$ cat config.mk
export PLATFORM = sky130hd
export DESIGN_NAME = seq_bit_serializer
export DESIGN_NICKNAME = d
export VERILOG_FILES = /design/src/rtl/seq_bit_serializer.sv
export SDC_FILE = /design/constraint.sdc
export NUM_CORES = 1
export LEC_CHECK = 0
export CORE_ASPECT_RATIO = 1.75
export CORE_MARGIN = 8
export CORE_UTILIZATION = 33
export CTS_CLUSTER_SIZE = 16
export DETAILED_ROUTE_END_ITERATION = 10
export SLEW_MARGIN = 20
export SYNTH_ARGS = -nofsm -noshare
export SYNTH_HDL_FRONTEND = slang
export SYNTH_SLANG_ARGS = --single-unit
$ cat constraint.sdc
create_clock -name CLK -period 3.8 [get_ports CLK]
set_clock_uncertainty 0.2 [all_clocks]
set_input_delay 0.95 -clock CLK [delete_from_list [all_inputs] [get_ports CLK]]
set_output_delay 0.95 -clock CLK [all_outputs]
set_load 0.01 [all_outputs]
$ cat src/rtl/seq_bit_serializer.sv
// Parallel-in, MSB-first serial-out pattern feeder with per-bit hold divider and strobe.
// Optional feature: define SERIAL_LOOP_EN to repeat the pattern until STOP is seen.
module seq_bit_serializer #(
    parameter int unsigned WIDTH      = 8,
    parameter int unsigned DIV_CYCLES = 1
) (
    input  logic                       CLK,
    input  logic                       RESET,
    input  logic                       LOAD,
`ifdef SERIAL_LOOP_EN
    input  logic                       STOP,
`endif
    input  logic [WIDTH-1:0]           PATTERN,
    output logic                       BIT_OUT,
    output logic                       BIT_STROBE,
    output logic                       BUSY,
    output logic                       DONE,
    output logic [$clog2(WIDTH+1)-1:0] bitCount
);

    localparam int unsigned CW = $clog2(WIDTH + 1);
    localparam int unsigned DW = (DIV_CYCLES > 1) ? $clog2(DIV_CYCLES) : 1;

    localparam logic [1:0] ST_IDLE  = 2'd0;
    localparam logic [1:0] ST_SHIFT = 2'd1;
    localparam logic [1:0] ST_DONE  = 2'd2;

    localparam logic [CW-1:0] CNT_LAST = CW'(WIDTH);
    localparam logic [DW-1:0] DIV_LAST = DW'(DIV_CYCLES - 1);

    logic [1:0]       state_q, state_d;
    logic [WIDTH-1:0] shreg_q, shreg_d;
    logic             bit_q, bit_d;
    logic             strobe_q, strobe_d;
    logic             done_q, done_d;
    logic [CW-1:0]    cnt_q, cnt_d;
    logic [DW-1:0]    div_q, div_d;
`ifdef SERIAL_LOOP_EN
    logic [WIDTH-1:0] pat_q, pat_d;
    logic             stop_seen_q, stop_seen_d;
`endif

    always_comb begin
        state_d  = state_q;
        shreg_d  = shreg_q;
        bit_d    = bit_q;
        strobe_d = 1'b0;
        done_d   = 1'b0;
        cnt_d    = cnt_q;
        div_d    = div_q;
`ifdef SERIAL_LOOP_EN
        pat_d       = pat_q;
        stop_seen_d = stop_seen_q;
`endif
        case (state_q)
            ST_IDLE: begin
                if (LOAD) begin
                    shreg_d  = PATTERN;
                    bit_d    = PATTERN[WIDTH-1];
                    strobe_d = 1'b1;
                    cnt_d    = CW'(1);
                    div_d    = '0;
                    state_d  = ST_SHIFT;
`ifdef SERIAL_LOOP_EN
                    pat_d       = PATTERN;
                    stop_seen_d = 1'b0;
`endif
                end
            end
            ST_SHIFT: begin
`ifdef SERIAL_LOOP_EN
                stop_seen_d = stop_seen_q | STOP;
`endif
                if (div_q != DIV_LAST) begin
                    div_d = div_q + DW'(1);
                end else if (cnt_q != CNT_LAST) begin
                    shreg_d  = shreg_q << 1;
                    bit_d    = shreg_q[WIDTH-2];
                    strobe_d = 1'b1;
                    cnt_d    = cnt_q + CW'(1);
                    div_d    = '0;
                end else begin
                    state_d = ST_DONE;
                    bit_d   = 1'b0;
                    done_d  = 1'b1;
                    div_d   = '0;
`ifdef SERIAL_LOOP_EN
                    // No STOP this pass: restart from the captured pattern without a gap.
                    if (!(stop_seen_q | STOP)) begin
                        state_d     = ST_SHIFT;
                        shreg_d     = pat_q;
                        bit_d       = pat_q[WIDTH-1];
                        strobe_d    = 1'b1;
                        cnt_d       = CW'(1);
                        stop_seen_d = 1'b0;
                    end
`endif
                end
            end
            ST_DONE: begin
                state_d = ST_IDLE;
            end
            default: begin
                state_d = ST_IDLE;
            end
        endcase
    end

    always_ff @(posedge CLK) begin
        if (RESET) begin
            state_q  <= ST_IDLE;
            shreg_q  <= '0;
            bit_q    <= 1'b0;
            strobe_q <= 1'b0;
            done_q   <= 1'b0;
            cnt_q    <= '0;
            div_q    <= '0;
`ifdef SERIAL_LOOP_EN
            pat_q       <= '0;
            stop_seen_q <= 1'b0;
`endif
        end else begin
            state_q  <= state_d;
            shreg_q  <= shreg_d;
            bit_q    <= bit_d;
            strobe_q <= strobe_d;
            done_q   <= done_d;
            cnt_q    <= cnt_d;
            div_q    <= div_d;
`ifdef SERIAL_LOOP_EN
            pat_q       <= pat_d;
            stop_seen_q <= stop_seen_d;
`endif
        end
    end

    assign BIT_OUT    = bit_q;
    assign BIT_STROBE = strobe_q;
    assign BUSY       = (state_q == ST_SHIFT);
    assign DONE       = done_q;
    assign bitCount   = cnt_q;

endmodule
==> implementation parameters, run 1 <==
Parameter                              Value

Outcome
  Result of the run ... complete, no violations

Routing
  DR vias ... between 600 and 700
  Total Wirelength ... approximately 2000 um
  DR vias/cell ... 5.41
  WL/cell ... between 15 and 20 um
  DR iter-0 viols ... 25
  Final routed DRC violation total ... 0
  Length of the first detailed-routing pass in iterations ... 4
  Residual antenna-violating net count after detailed routing ... 0

STA
  Final hold viol count ... 0
  RSZ-0062 raised after global routing ... no
  Max-slew violations ... 0
  Crit path setup slack, layout ... between 1000 and 1500 ps
  Period utilisation layout ... 72.7%
  Max Clk Rate ... roughly 360 MHz
  Slew at the pin closest to its max-slew limit ... slightly below 600 ps
  Final sum of negative setup slack ... 0 ps
  Final setup violating endpoints ... 0
  Post-route minimum period ... 2760 ps
  Max transition margin ... between 60% and 70%

Floorplanning
  Horizontal die dimension ... roughly 53 um
  Die footprint ... roughly 4200 um2
  IO Pins ... 19
  Height of the die ... 80.0 um
  Placeable Area ... 2240 um2
  Effective utilization at floorplan ... between 30% and 40%
  Total number of placement rows ... 23

Setup path
  Critical Setup Path Class ... reg2out
  Crit end category ... output port
  Cell with the biggest individual delay on the critical path ... sky130_fd_sc_hd__clkdlybuf4s50_1
  List of cells traversed by the critical path ... nand2b_4 -> inv_4 -> clkdlybuf4s50_1
  Start of the worst register-to-register path ... bitCount[0]
  Arrival @ worst endpoint ... ~1600 ps
  Number of cells on the worst reg-to-reg path ... 5
  Buffers and inverters on the worst path ... 2
  Maximum fanout along the worst path ... 10
  Worst Setup Start Kind ... flop
  Crit path max-delay family ... buffers and inverters
  Count of cell instances traversed by the critical path ... 3
  Largest stage delay on the critical path ... 550 ps
  Crit path from ... state_q[0]
  CP Data Required Time ... between 2000 and 3000 ps

Cells and area
  Filler cells ... roughly 230
  Ratio of cells with drive above 1 in the final layout ... between 10% and 20%
  Final #Nets ... roughly 120
  Register Area ... roughly 320 um2
  Area overhead of the layout relative to synthesis ... 30.6%
  Antenna Cells ... 0
  Area of combinational cells with multiple inputs ... between 400 and 500 um2

Yosys
  Cell type contributing the most total cell area after synthesis ... sky130_fd_sc_hd__dfxtp_1
  Number of flops mapped to enable cells by yosys ... 0
  Gate count of the mapped netlist ... 85
  Synthesized Nets ... 98
  Share of the synthesized area in the top cell type ... about 41%
  Cell variety after synth ... 30
  Fraction of registers with async set/reset ... 0%
  Count of warnings emitted by yosys ... 0
  Mapped Avg Cell Area ... just over 9 um2
  Number of synthesized register bits ... 16
  Main synth FF type ... sky130_fd_sc_hd__dfxtp_1
  Cells taking the most area after synthesis ... sky130_fd_sc_hd__dfxtp_1 41%, sky130_fd_sc_hd__a311oi_1 6.8%, sky130_fd_sc_hd__a21oi_1 6.5%
  Total standard cell area after synthesis ... 773 um2
  Part of the Yosys area used for sequential elements ... between 40% and 50%

Clock tree
  Level count of the clock H-tree ... 1
  Clock tree from TritonCTS ... yes
  Clock input transition at the sequential cells of the worst setup and hold paths ... around 60 ps
  Clock Latency Late Sink ... ~250 ps
  Number of cells upsized or downsized after cts ... 0
  Number of buffers inserted by hold repair at cts ... 0
  CTS Root Buffer Type ... sky130_fd_sc_hd__clkbuf_8
  Buffer depth of the longest clock path ... 2
  Number of buffers added by the clock tree synthesis step ... 3
  Post-CTS Setup Repair Bufs ... 0
  Clk sinks ... 16

Global route
  Number of antenna violations at the first check in global routing ... 0
  Gr ovfl total ... 0
  Wire length of the first global-routing pass ... approximately 3400 um
  Total Routing Usage GR ... around a tenth
  Largest net degree at the start of global routing ... 18
  Vias in the first global route ... between 700 and 800

Flow run
  Max cap viols ... 0

Power and ir drop
  Pwr/cell area ... between 300 and 400 nW/um2
  Maximum vdd drop ... ~0.22 mV
  Leakage power figure ... about 0.37 nW
  Total Power ... between 0.0003 and 0.0004 W

Placed design
  Final HPWL from detailed placement ... around 1500 um
  Routability congestion estimate from global placement ... between 0.7 and 0.8
  # port buffers ... 18
  Worst setup slack before clock tree synthesis ... 1300 ps

Min path
  Min-Delay Path Depth ... 2
  Min-delay worst type ... reg2reg
  Startpoint of the worst hold path ... shreg_q[4]
-- power by group --
part	internal, W	leakage (nW)	switching (W)
Clock	0.0000918	0.0288	0.0000582
Sequential	0.000178	0.132	0.00000838
Combinational	0.0000295	0.208	0.0000273
-- layout make-up --
class | count | share of cell area (%)
clock buffer | 4 | 5.45
inverter | 4 | 1.73
timing repair buffer | 18 | 17.8
sequential | 16 | 31.7
tap | 25 | 3.10
multi-input combinational | 61 | 40.1
-- layout by cell type, fill, tap and decap left out --
cell type,netlist,layout
sky130_fd_sc_hd__a2111oi_2,1,1
sky130_fd_sc_hd__a21oi_1,10,10
sky130_fd_sc_hd__a221oi_1,1,1
sky130_fd_sc_hd__a311oi_1,6,6
sky130_fd_sc_hd__and4b_4,1,1
sky130_fd_sc_hd__clkbuf_8,0,4
sky130_fd_sc_hd__clkdlybuf4s50_1,0,18
sky130_fd_sc_hd__dfxtp_1,16,16
sky130_fd_sc_hd__ha_1,2,2
sky130_fd_sc_hd__inv_1,3,3
sky130_fd_sc_hd__inv_4,1,1
sky130_fd_sc_hd__mux2i_1,2,2
sky130_fd_sc_hd__nand2_1,13,13
sky130_fd_sc_hd__nand2b_1,3,3
sky130_fd_sc_hd__nand2b_4,1,1
sky130_fd_sc_hd__nand3_1,1,1
sky130_fd_sc_hd__nand3b_1,2,2
sky130_fd_sc_hd__nand4_1,1,1
sky130_fd_sc_hd__nand4b_1,2,2
sky130_fd_sc_hd__nor2_1,1,1
sky130_fd_sc_hd__nor2_2,1,1
sky130_fd_sc_hd__nor2b_1,1,1
sky130_fd_sc_hd__nor3_1,4,4
sky130_fd_sc_hd__nor3b_1,1,1
sky130_fd_sc_hd__o21ai_0,3,3
sky130_fd_sc_hd__o21ba_2,1,1
sky130_fd_sc_hd__o21bai_2,1,1
sky130_fd_sc_hd__o22ai_1,1,1
sky130_fd_sc_hd__o32ai_1,1,1
-- per-layer routing --
metal	vias up	part of all wire, %	track usage [%]
li1	346	-	-
met1	331	39	10.8
met2	14	56	18.5
met3	2	3.6	1.31
met4	0	1.7	5.47
met5	-	0	0
-- per-stage QoR --
| step | hold WS [ps] | instances | utilization, % | instance area, um2 |
|---|---|---|---|---|
| 5_1_grt | 298 | 128 | 45.0 | 1010 |
| 2_1_floorplan | 250 | 85 | - | 773 |
| 3_3_place_gp | 261 | 124 | 42.5 | 955 |
| 3_5_place_dp | 271 | 124 | 42.5 | 955 |
| 6_report | 277 | 128 | 45.0 | 1010 |
| 4_1_cts | 277 | 128 | 45.0 | 1010 |
-- cell families (layout without fill, tap and decap cells) --
logic type / Yosys count / count (layout) / share of synthesized area, %
adders and majority gates: 2 / 2 / 3.24
AOI/OAI and AO/OA: 25 / 25 / 23.0
buffers and inverters: 8 / 26 / 6.15
muxes: 2 / 2 / 2.59
and+or+nand+nor: 32 / 32 / 23.6
DFF: 16 / 16 / 41.4
-- path summary, 6_finish.rpt --
kind | end | slack, ps
max | BUSY | 1040
min | shreg_q[5] | 280
max reg2reg | BIT_OUT | 2050
min reg2reg | shreg_q[5] | 280
-- flip-flops by register name, indices dropped and copies added, names as in the netlist --
name / count
BIT_STROBE: 1
bitCount: 4
state_q: 2
shreg_q: 7
DONE: 1
BIT_OUT: 1
-- synth_stat cells, types with 2 or more instances --
library cell / n
sky130_fd_sc_hd__inv_1: 3
sky130_fd_sc_hd__dfxtp_1: 16
sky130_fd_sc_hd__buf_6: 2
sky130_fd_sc_hd__ha_1: 2
sky130_fd_sc_hd__nand2_1: 13
sky130_fd_sc_hd__o21ai_0: 3
sky130_fd_sc_hd__a21oi_1: 10
sky130_fd_sc_hd__nor3_1: 4
sky130_fd_sc_hd__mux2i_1: 2
sky130_fd_sc_hd__nand2b_1: 3
sky130_fd_sc_hd__a311oi_1: 6
sky130_fd_sc_hd__nand4b_1: 2
sky130_fd_sc_hd__nand3b_1: 2
-- worst register-to-register path, stage by stage, from the launching register on --
cell	delay [ps]
sky130_fd_sc_hd__dfxtp_1	420
sky130_fd_sc_hd__inv_1	100
sky130_fd_sc_hd__ha_1	250
sky130_fd_sc_hd__nand3b_1	260
sky130_fd_sc_hd__a21oi_1	130
sky130_fd_sc_hd__a2111oi_2	280
No activity file was read; power rests on OpenSTA's default activity.
==> run 2, diff against run 1 <==
==> constraint.sdc (replaced) <==
create_clock -name CLK -period 2.5 [get_ports CLK]
set_clock_uncertainty 0.2 [all_clocks]
set_input_delay 0.625 -clock CLK [delete_from_list [all_inputs] [get_ports CLK]]
set_output_delay 0.625 -clock CLK [all_outputs]
set_load 0.01 [all_outputs]
==> run 2 against run 1 <==
Net effect: clock power increased by 57%; setup slack worse by 860 ps; largest power group unchanged; worst hold slack improved by 9.9 ps; die area unchanged; first-iteration DRC count down 36%; final cell count grew 0.78%; wire length is 2.6% higher; sequential power increased by 53%.
==> implementation parameters, run 2 (synthesized netlist as in run 1, its figures left out) <==
Parameter                              Value

Outcome
  Result of the run ... complete, no violations

Global route
  Wire length of the first global-routing pass ... 3370 um (-0.21%)
  Vias in the first global route ... 731 (-0.68%)
  Total Routing Usage GR ... 10.3% (+0.011 points)
  Gr ovfl total ... 0 (unchanged)
  Largest net degree at the start of global routing ... 14 (-4)
  Number of antenna violations at the first check in global routing ... 0 (unchanged)

STA
  Slew at the pin closest to its max-slew limit ... 301 ps (-292 ps)
  Worst hold-check slack ... 287 ps (+9.88 ps)
  Max-slew violations ... 0 (unchanged)
  Final hold viol count ... 0 (unchanged)
  Max transition margin ... 79.9% (+20 points)
  RSZ-0062 raised after global routing ... no
  Period utilisation layout ... between 90% and 100%
  Max Clk Rate ... between 400 and 500 MHz
  Final sum of negative setup slack ... 0 ps (unchanged)
  Final setup violating endpoints ... 0 (unchanged)
  Post-route minimum period ... between 2000 and 2500 ps

Cells and area
  Ratio of cells with drive above 1 in the final layout ... 12.5% (+1.8 points)
  Antenna Cells ... 0 (unchanged)
  Leading cell types in the layout, fill and taps excluded ... 18 x sky130_fd_sc_hd__clkdlybuf4s50_1, 15 x sky130_fd_sc_hd__dfxtp_1, 13 x sky130_fd_sc_hd__nand2_1, 10 x sky130_fd_sc_hd__a21oi_1, 6 x sky130_fd_sc_hd__a311oi_1
  Register containing the most flip-flops in the final layout ... shreg_q
  Most frequent standard cell in the layout excluding fill and tap cells ... sky130_fd_sc_hd__clkdlybuf4s50_1
  Final #Nets ... 118 (+0.85%)
  Flip-flop count of the largest register, all copies and words added ... 7 (unchanged)
  Number of cells in the finished layout apart from fillers ... 129 (+0.78%)
  Area overhead of the layout relative to synthesis ... 31.7%

Setup path
  Maximum fanout along the worst path ... 10 (unchanged)
  Endpoint of the lowest-slack register-to-register path ... BIT_OUT
  Critical Setup Path Class ... reg2out
  Crit end category ... output port
  Minimum setup slack among reg-to-reg paths ... 770 ps (-1280 ps)
  Arrival @ worst endpoint ... 1490 ps (-120 ps)
  Start of the worst register-to-register path ... bitCount[0]
  Number of cells on the worst reg-to-reg path ... 5 (unchanged)
  Worst Setup Start Kind ... flop
  CP Data Required Time ... 1670 ps (-980 ps)

Floorplanning
  IO Pins ... 19 (unchanged)
  Placeable Area ... 2240 um2 (unchanged)
  Effective utilization at floorplan ... 34.4% (unchanged)
  Die footprint ... 4210 um2 (unchanged)
  Height of the die ... 80.0 um (unchanged)
  Total number of placement rows ... 23 (unchanged)
  Horizontal die dimension ... 52.6 um (unchanged)

Clock tree
  Level count of the clock H-tree ... 1 (unchanged)
  Post-CTS Setup Repair Bufs ... 0 (unchanged)
  Buffer depth of the longest clock path ... 2 (unchanged)
  CTS Root Buffer Type ... sky130_fd_sc_hd__clkbuf_8
  Number of buffers added by the clock tree synthesis step ... 3 (unchanged)
  Clock tree from TritonCTS ... yes
  Clk sinks ... 16 (unchanged)
  Clock input transition at the sequential cells of the worst setup and hold paths ... 70 ps (about the same)
  Clock Latency Late Sink ... 250 ps (about the same)

Power and ir drop
  Maximum vdd drop ... 0.323 mV (+47%)
  Pwr/cell area ... 596 nW/um2 (+53%)
  Leakage power figure ... 0.374 nW (+1.4%)

Min path
  Startpoint of the worst hold path ... shreg_q[4]
  Destination of the worst hold path ... shreg_q[5]
  Min-Delay Path Depth ... 2 (unchanged)
  Min-delay worst type ... reg2reg

Routing
  Length of the first detailed-routing pass in iterations ... 4 (unchanged)
  Final routed DRC violation total ... 0 (unchanged)
  DR iter-0 viols ... 16 (-36%)
  WL/cell ... 15.5 um (+1.8%)
  Residual antenna-violating net count after detailed routing ... 0 (unchanged)
  Total Wirelength ... 2000 um (+2.6%)
  DR vias ... 713 (+2.9%)
  DR vias/cell ... 5.53 (+2.1%)

Flow run
  Max cap viols ... 0 (unchanged)

Placed design
  Final HPWL from detailed placement ... 1500 um (+0.66%)
  Placed cell count ... 125 (+0.81%)
  Routability congestion estimate from global placement ... 0.747 (+1.8%)
  # port buffers ... 18 (unchanged)
==> run 2: changes by cell type in the layout (fill, tap and decap cells not counted) <==
cell / before / now
sky130_fd_sc_hd__buf_4: 0 / 1
sky130_fd_sc_hd__dfxtp_1: 16 / 15
sky130_fd_sc_hd__dfxtp_2: 0 / 1
==> run 2: how the worst max path moves through the flow <==
stage                      from         end  cells past startpoint
global placement     state_q[0]        BUSY                      3
CTS                  state_q[0]        BUSY                      3
finish               state_q[1]        BUSY                      3
global route         state_q[1]        BUSY                      3
floorplan           bitCount[0]  shreg_q[1]                      5
detailed placement   state_q[0]        BUSY                      3
==> run 2: metrics by stage <==
step / setup slack, ps / total power [W] / area (um2) / utilization, %
after floorplan: 936 / 0.000340 / 773 / -
after global placement: 319 / 0.000376 / 962 / 42.9
final: 183 / 0.000607 / 1020 / 45.4
after detailed placement: 325 / 0.000378 / 962 / 42.9
after global routing: 76.5 / 0.000628 / 1020 / 45.4
after CTS: 46.0 / 0.000607 / 1020 / 45.3
==> run 2: per-layer routing <==
layer | wire length (um) | part of all wire [%] | global-route usage (%) | vias to the layer above
li1 | - | - | - | 349
met1 | 813 | 41 | 10.8 | 347
met2 | 1070 | 53 | 18.3 | 13
met3 | 80 | 4.0 | 1.68 | 4
met4 | 42 | 2.1 | 5.47 | 0
met5 | 0 | 0 | 0 | -
==> run 2: layout make-up <==
class	instances	area, um2
clock buffers	4	55.1
fillers	240	1230
inverters	4	17.5
multi-input cells	61	405
flip-flops and latches	16	322
well taps	25	31.3
repair buffers	19	188
==> run 2: repair_timing <==
item,CTS,global route
hold buffers,0,0
endpoints found under the hold margin,0,0
resized for setup,0,1
setup endpoints to repair,0,1
==> run 2: critical path, stage by stage (launching register included) <==
cell and delay (ps):
sky130_fd_sc_hd__dfxtp_1 360, sky130_fd_sc_hd__nand2b_4 220, sky130_fd_sc_hd__inv_4 110, sky130_fd_sc_hd__clkdlybuf4s50_1 540
==> run 2: where the power goes <==
group | total, W | internal, W | switching (W)
clock network | 0.000235 | 0.000140 | 0.0000951
registers | 0.000284 | 0.000271 | 0.0000135
logic | 0.0000881 | 0.0000458 | 0.0000423
==> run 3, diff against run 2 <==
--- a/config.mk
+++ b/config.mk
@@ -5,7 +5,7 @@
 export SDC_FILE = /design/constraint.sdc
 export NUM_CORES = 1
 export LEC_CHECK = 0
-export CORE_ASPECT_RATIO = 1.75
+export ABC_AREA = 1
 export CORE_MARGIN = 8
 export CORE_UTILIZATION = 33
 export CTS_CLUSTER_SIZE = 16
==> run 3 against run 2 <==
Net effect: sequential share of layout area up 0.83 points; total power down 11%; design area down 2.9%; wire length down 21%; critical endpoint unchanged; largest cell class unchanged.
==> implementation parameters, run 3 <==
Parameter                              Value

Cells and area
  Area overhead of the layout relative to synthesis ... 32.1%
  Post-route standard cell area excluding fillers ... 988 um2 (-2.9%)
  Leading cell types in the layout, fill and taps excluded ... 18 x sky130_fd_sc_hd__nand2_1, 18 x sky130_fd_sc_hd__clkdlybuf4s50_1, 17 x sky130_fd_sc_hd__o21ai_0, 16 x sky130_fd_sc_hd__dfxtp_1, 15 x sky130_fd_sc_hd__inv_1
  Final #Nets ... 133 (+13%)
  Register Area ... 320 um2 (-0.39%)
  Antenna Cells ... 0 (unchanged)
  Register containing the most flip-flops in the final layout ... shreg_q
  Area of combinational cells with multiple inputs ... 353 um2 (-13%)
  Filler cells ... 253 (+5.4%)
  Ratio of cells with drive above 1 in the final layout ... 10.9% (-1.6 points)
  Flip-flop count of the largest register, all copies and words added ... 7 (unchanged)

Yosys
  Main synth FF type ... sky130_fd_sc_hd__dfxtp_1
  Number of flops mapped to enable cells by yosys ... 0 (unchanged)
  Count of warnings emitted by yosys ... 0 (unchanged)
  Total standard cell area after synthesis ... 748 um2 (-3.2%)
  Commonest cells post-synth ... 18 x sky130_fd_sc_hd__nand2_1, 17 x sky130_fd_sc_hd__o21ai_0, 16 x sky130_fd_sc_hd__dfxtp_1
  Cell type contributing the most total cell area after synthesis ... sky130_fd_sc_hd__dfxtp_1
  Gate count of the mapped netlist ... 98 (+15%)
  Fraction of registers with async set/reset ... 0% (unchanged)
  Cells taking the most area after synthesis ... sky130_fd_sc_hd__dfxtp_1 43%, sky130_fd_sc_hd__o21ai_0 11%, sky130_fd_sc_hd__nand2_1 9.0%
  Cell variety after synth ... 18 (-40%)
  Most repeated cell in the gate-level netlist after synthesis ... sky130_fd_sc_hd__nand2_1
  Synthesized Nets ... 111 (+13%)
  Share of the synthesized area in the top cell type ... 42.8% (+1.4 points)
  Part of the Yosys area used for sequential elements ... 42.8% (+1.4 points)
  Number of synthesized register bits ... 16 (unchanged)
  Mapped Avg Cell Area ... 7.63 um2 (-16%)

Clock tree
  Buffer depth of the longest clock path ... 2 (unchanged)
  Clock tree from TritonCTS ... yes
  Clock input transition at the sequential cells of the worst setup and hold paths ... 90 ps (+20 ps)
  Clk sinks ... 16 (unchanged)
  Number of cells upsized or downsized after cts ... 0 (unchanged)
  Number of buffers inserted by hold repair at cts ... 0 (unchanged)
  Level count of the clock H-tree ... 1 (unchanged)
  CTS Root Buffer Type ... sky130_fd_sc_hd__clkbuf_4
  Clock Latency Late Sink ... 280 ps (+30 ps)
  Post-CTS Setup Repair Bufs ... 0 (unchanged)
  Number of buffers added by the clock tree synthesis step ... 3 (unchanged)

STA
  Final sum of negative setup slack ... 0 ps (unchanged)
  Worst hold-check slack ... 270 ps (-17.5 ps)
  Period utilisation layout ... 90.3% (-2.4 points)
  Slew at the pin closest to its max-slew limit ... 298 ps (-2.90 ps)
  Max transition margin ... 80.1% (+0.14 points)
  Post-route minimum period ... 2260 ps (-59.0 ps)
  Final hold viol count ... 0 (unchanged)
  Max-slew violations ... 0 (unchanged)
  Max Clk Rate ... 443 MHz (+2.6%)
  RSZ-0062 raised after global routing ... no
  Final setup violating endpoints ... 0 (unchanged)

Floorplanning
  Height of the die ... 63.6 um (-21%)
  IO Pins ... 19 (unchanged)
  Total number of placement rows ... 17 (-26%)
  Effective utilization at floorplan ... 34.5% (+0.039 points)
  Die footprint ... 4050 um2 (-3.9%)
  Placeable Area ... 2170 um2 (-3.3%)
  Horizontal die dimension ... 63.6 um (+21%)

Power and ir drop
  Pwr/cell area ... 548 nW/um2 (-8.2%)
  Maximum vdd drop ... 0.323 mV (+0.19%)
  Comb power frac ... 18.2% (+3.7 points)
  Switching share of power ... 25.3% (+0.46 points)
  Relative contribution of the clock network to total power ... 30.4% (-8.3 points)
  Total Power ... 0.000541 W (-11%)
  Leakage power figure ... 0.400 nW (+7.2%)
  Internal portion of total power ... 0.000404 W (-11%)
  Flop pwr share ... 51.4% (+4.6 points)
  Net Switching ... 0.000137 W (-9.2%)

Placed design
  Post-Place Cell Area ... 952 um2 (-1.0%)
  # port buffers ... 18 (unchanged)
  Final HPWL from detailed placement ... 1160 um (-22%)
  Routability congestion estimate from global placement ... 0.738 (-1.2%)

Setup path
  Crit end category ... output port
  Critical Setup Path Class ... reg2out
  Minimum setup slack among reg-to-reg paths ... 930 ps (+160 ps)
  CP Data Required Time ... 1670 ps (about the same)
  Maximum fanout along the worst path ... 4 (-6)
  Arrival @ worst endpoint ... 1430 ps (-60 ps)
  Worst Setup Start Kind ... flop

Routing
  Length of the first detailed-routing pass in iterations ... 4 (unchanged)
  DR iter-0 viols ... 9 (-7)
  DR vias ... 653 (-8.4%)
  WL/cell ... 10.7 um (-31%)
  Final routed DRC violation total ... 0 (unchanged)
  Total Wirelength ... 1580 um (-21%)
  Residual antenna-violating net count after detailed routing ... 0 (unchanged)
  DR vias/cell ... 4.44 (-20%)

Global route
  Global routing usage on met1 ... 9.68% (-1.1 points)
  Vias in the first global route ... 636 (-13%)
  Largest net degree at the start of global routing ... 19 (+5)
  Global routing met3 resource utilization ... 4.77% (+3.1 points)
  Gr busiest metal ... met2
  Number of antenna violations at the first check in global routing ... 0 (unchanged)
  Gr ovfl total ... 0 (unchanged)
  Total Routing Usage GR ... 8.42% (-1.9 points)
  Grt met2 use ... 12.5% (-5.7 points)
  Wire length of the first global-routing pass ... 2840 um (-16%)

Outcome
  Result of the run ... complete, no violations

Flow run
  Max cap viols ... 0 (unchanged)

Min path
  Min-delay worst type ... reg2reg
-- run 3: through the flow --
step                      util, %  setup slack [ps]  instances
after floorplan                 -              1030         98
final                        45.6               242        147
after CTS                    45.6               221        147
after global placement       43.9               503        143
after global routing         45.6               165        147
after detailed placement     43.9               460        143
-- run 3: worst max-delay path, stage by stage, from the launching register on --
cell	delay [ps]
sky130_fd_sc_hd__dfxtp_1	350
sky130_fd_sc_hd__inv_1	90
sky130_fd_sc_hd__nor2_4	150
sky130_fd_sc_hd__clkdlybuf4s50_1	560
-- run 3: metal layers --
layer  vias up  wire length, um
met2        14              683
li1        363                -
met1       274              765
met4         0               15
met5         -                0
met3         2              116
-- run 3: cells by family (layout without fill, tap and decap cells) --
family | after synthesis | in the layout | synth area share [%]
and+or+nand+nor | 40 | 40 | 28.4
adders and majority gates | 2 | 2 | 3.34
DFF | 16 | 16 | 42.8
buffers and inverters | 18 | 39 | 10.0
AOI/OAI and AO/OA | 22 | 22 | 15.4
-- run 3: power by group through the flow --
stage / logic, W / clock network, W / registers [W]
after floorplan: 0.0000566 / 0 / 0.000286
after global placement: 0.0000989 / 0 / 0.000284
after detailed placement: 0.0000989 / 0 / 0.000284
after CTS: 0.0000997 / 0.000172 / 0.000278
after global routing: 0.000113 / 0.000184 / 0.000280
final: 0.0000984 / 0.000165 / 0.000278
-- run 3: cell type report --
cell class                 instances  area share, %
clock buffer                       4           3.67
multi-input combinational         64           35.7
tap                               28           3.54
sequential                        16           32.4
timing repair buffer              18           18.2
inverter                          17           6.46
-- run 3: path summary, 6_finish.rpt --
| path | depth (start not counted) | to | from |
|---|---|---|---|
| min | 2 | shreg_q[5] | shreg_q[5] |
| max reg2reg | 9 | bitCount[3] | bitCount[0] |
| max | 3 | BUSY | state_q[0] |
| min reg2reg | 2 | shreg_q[5] | shreg_q[5] |
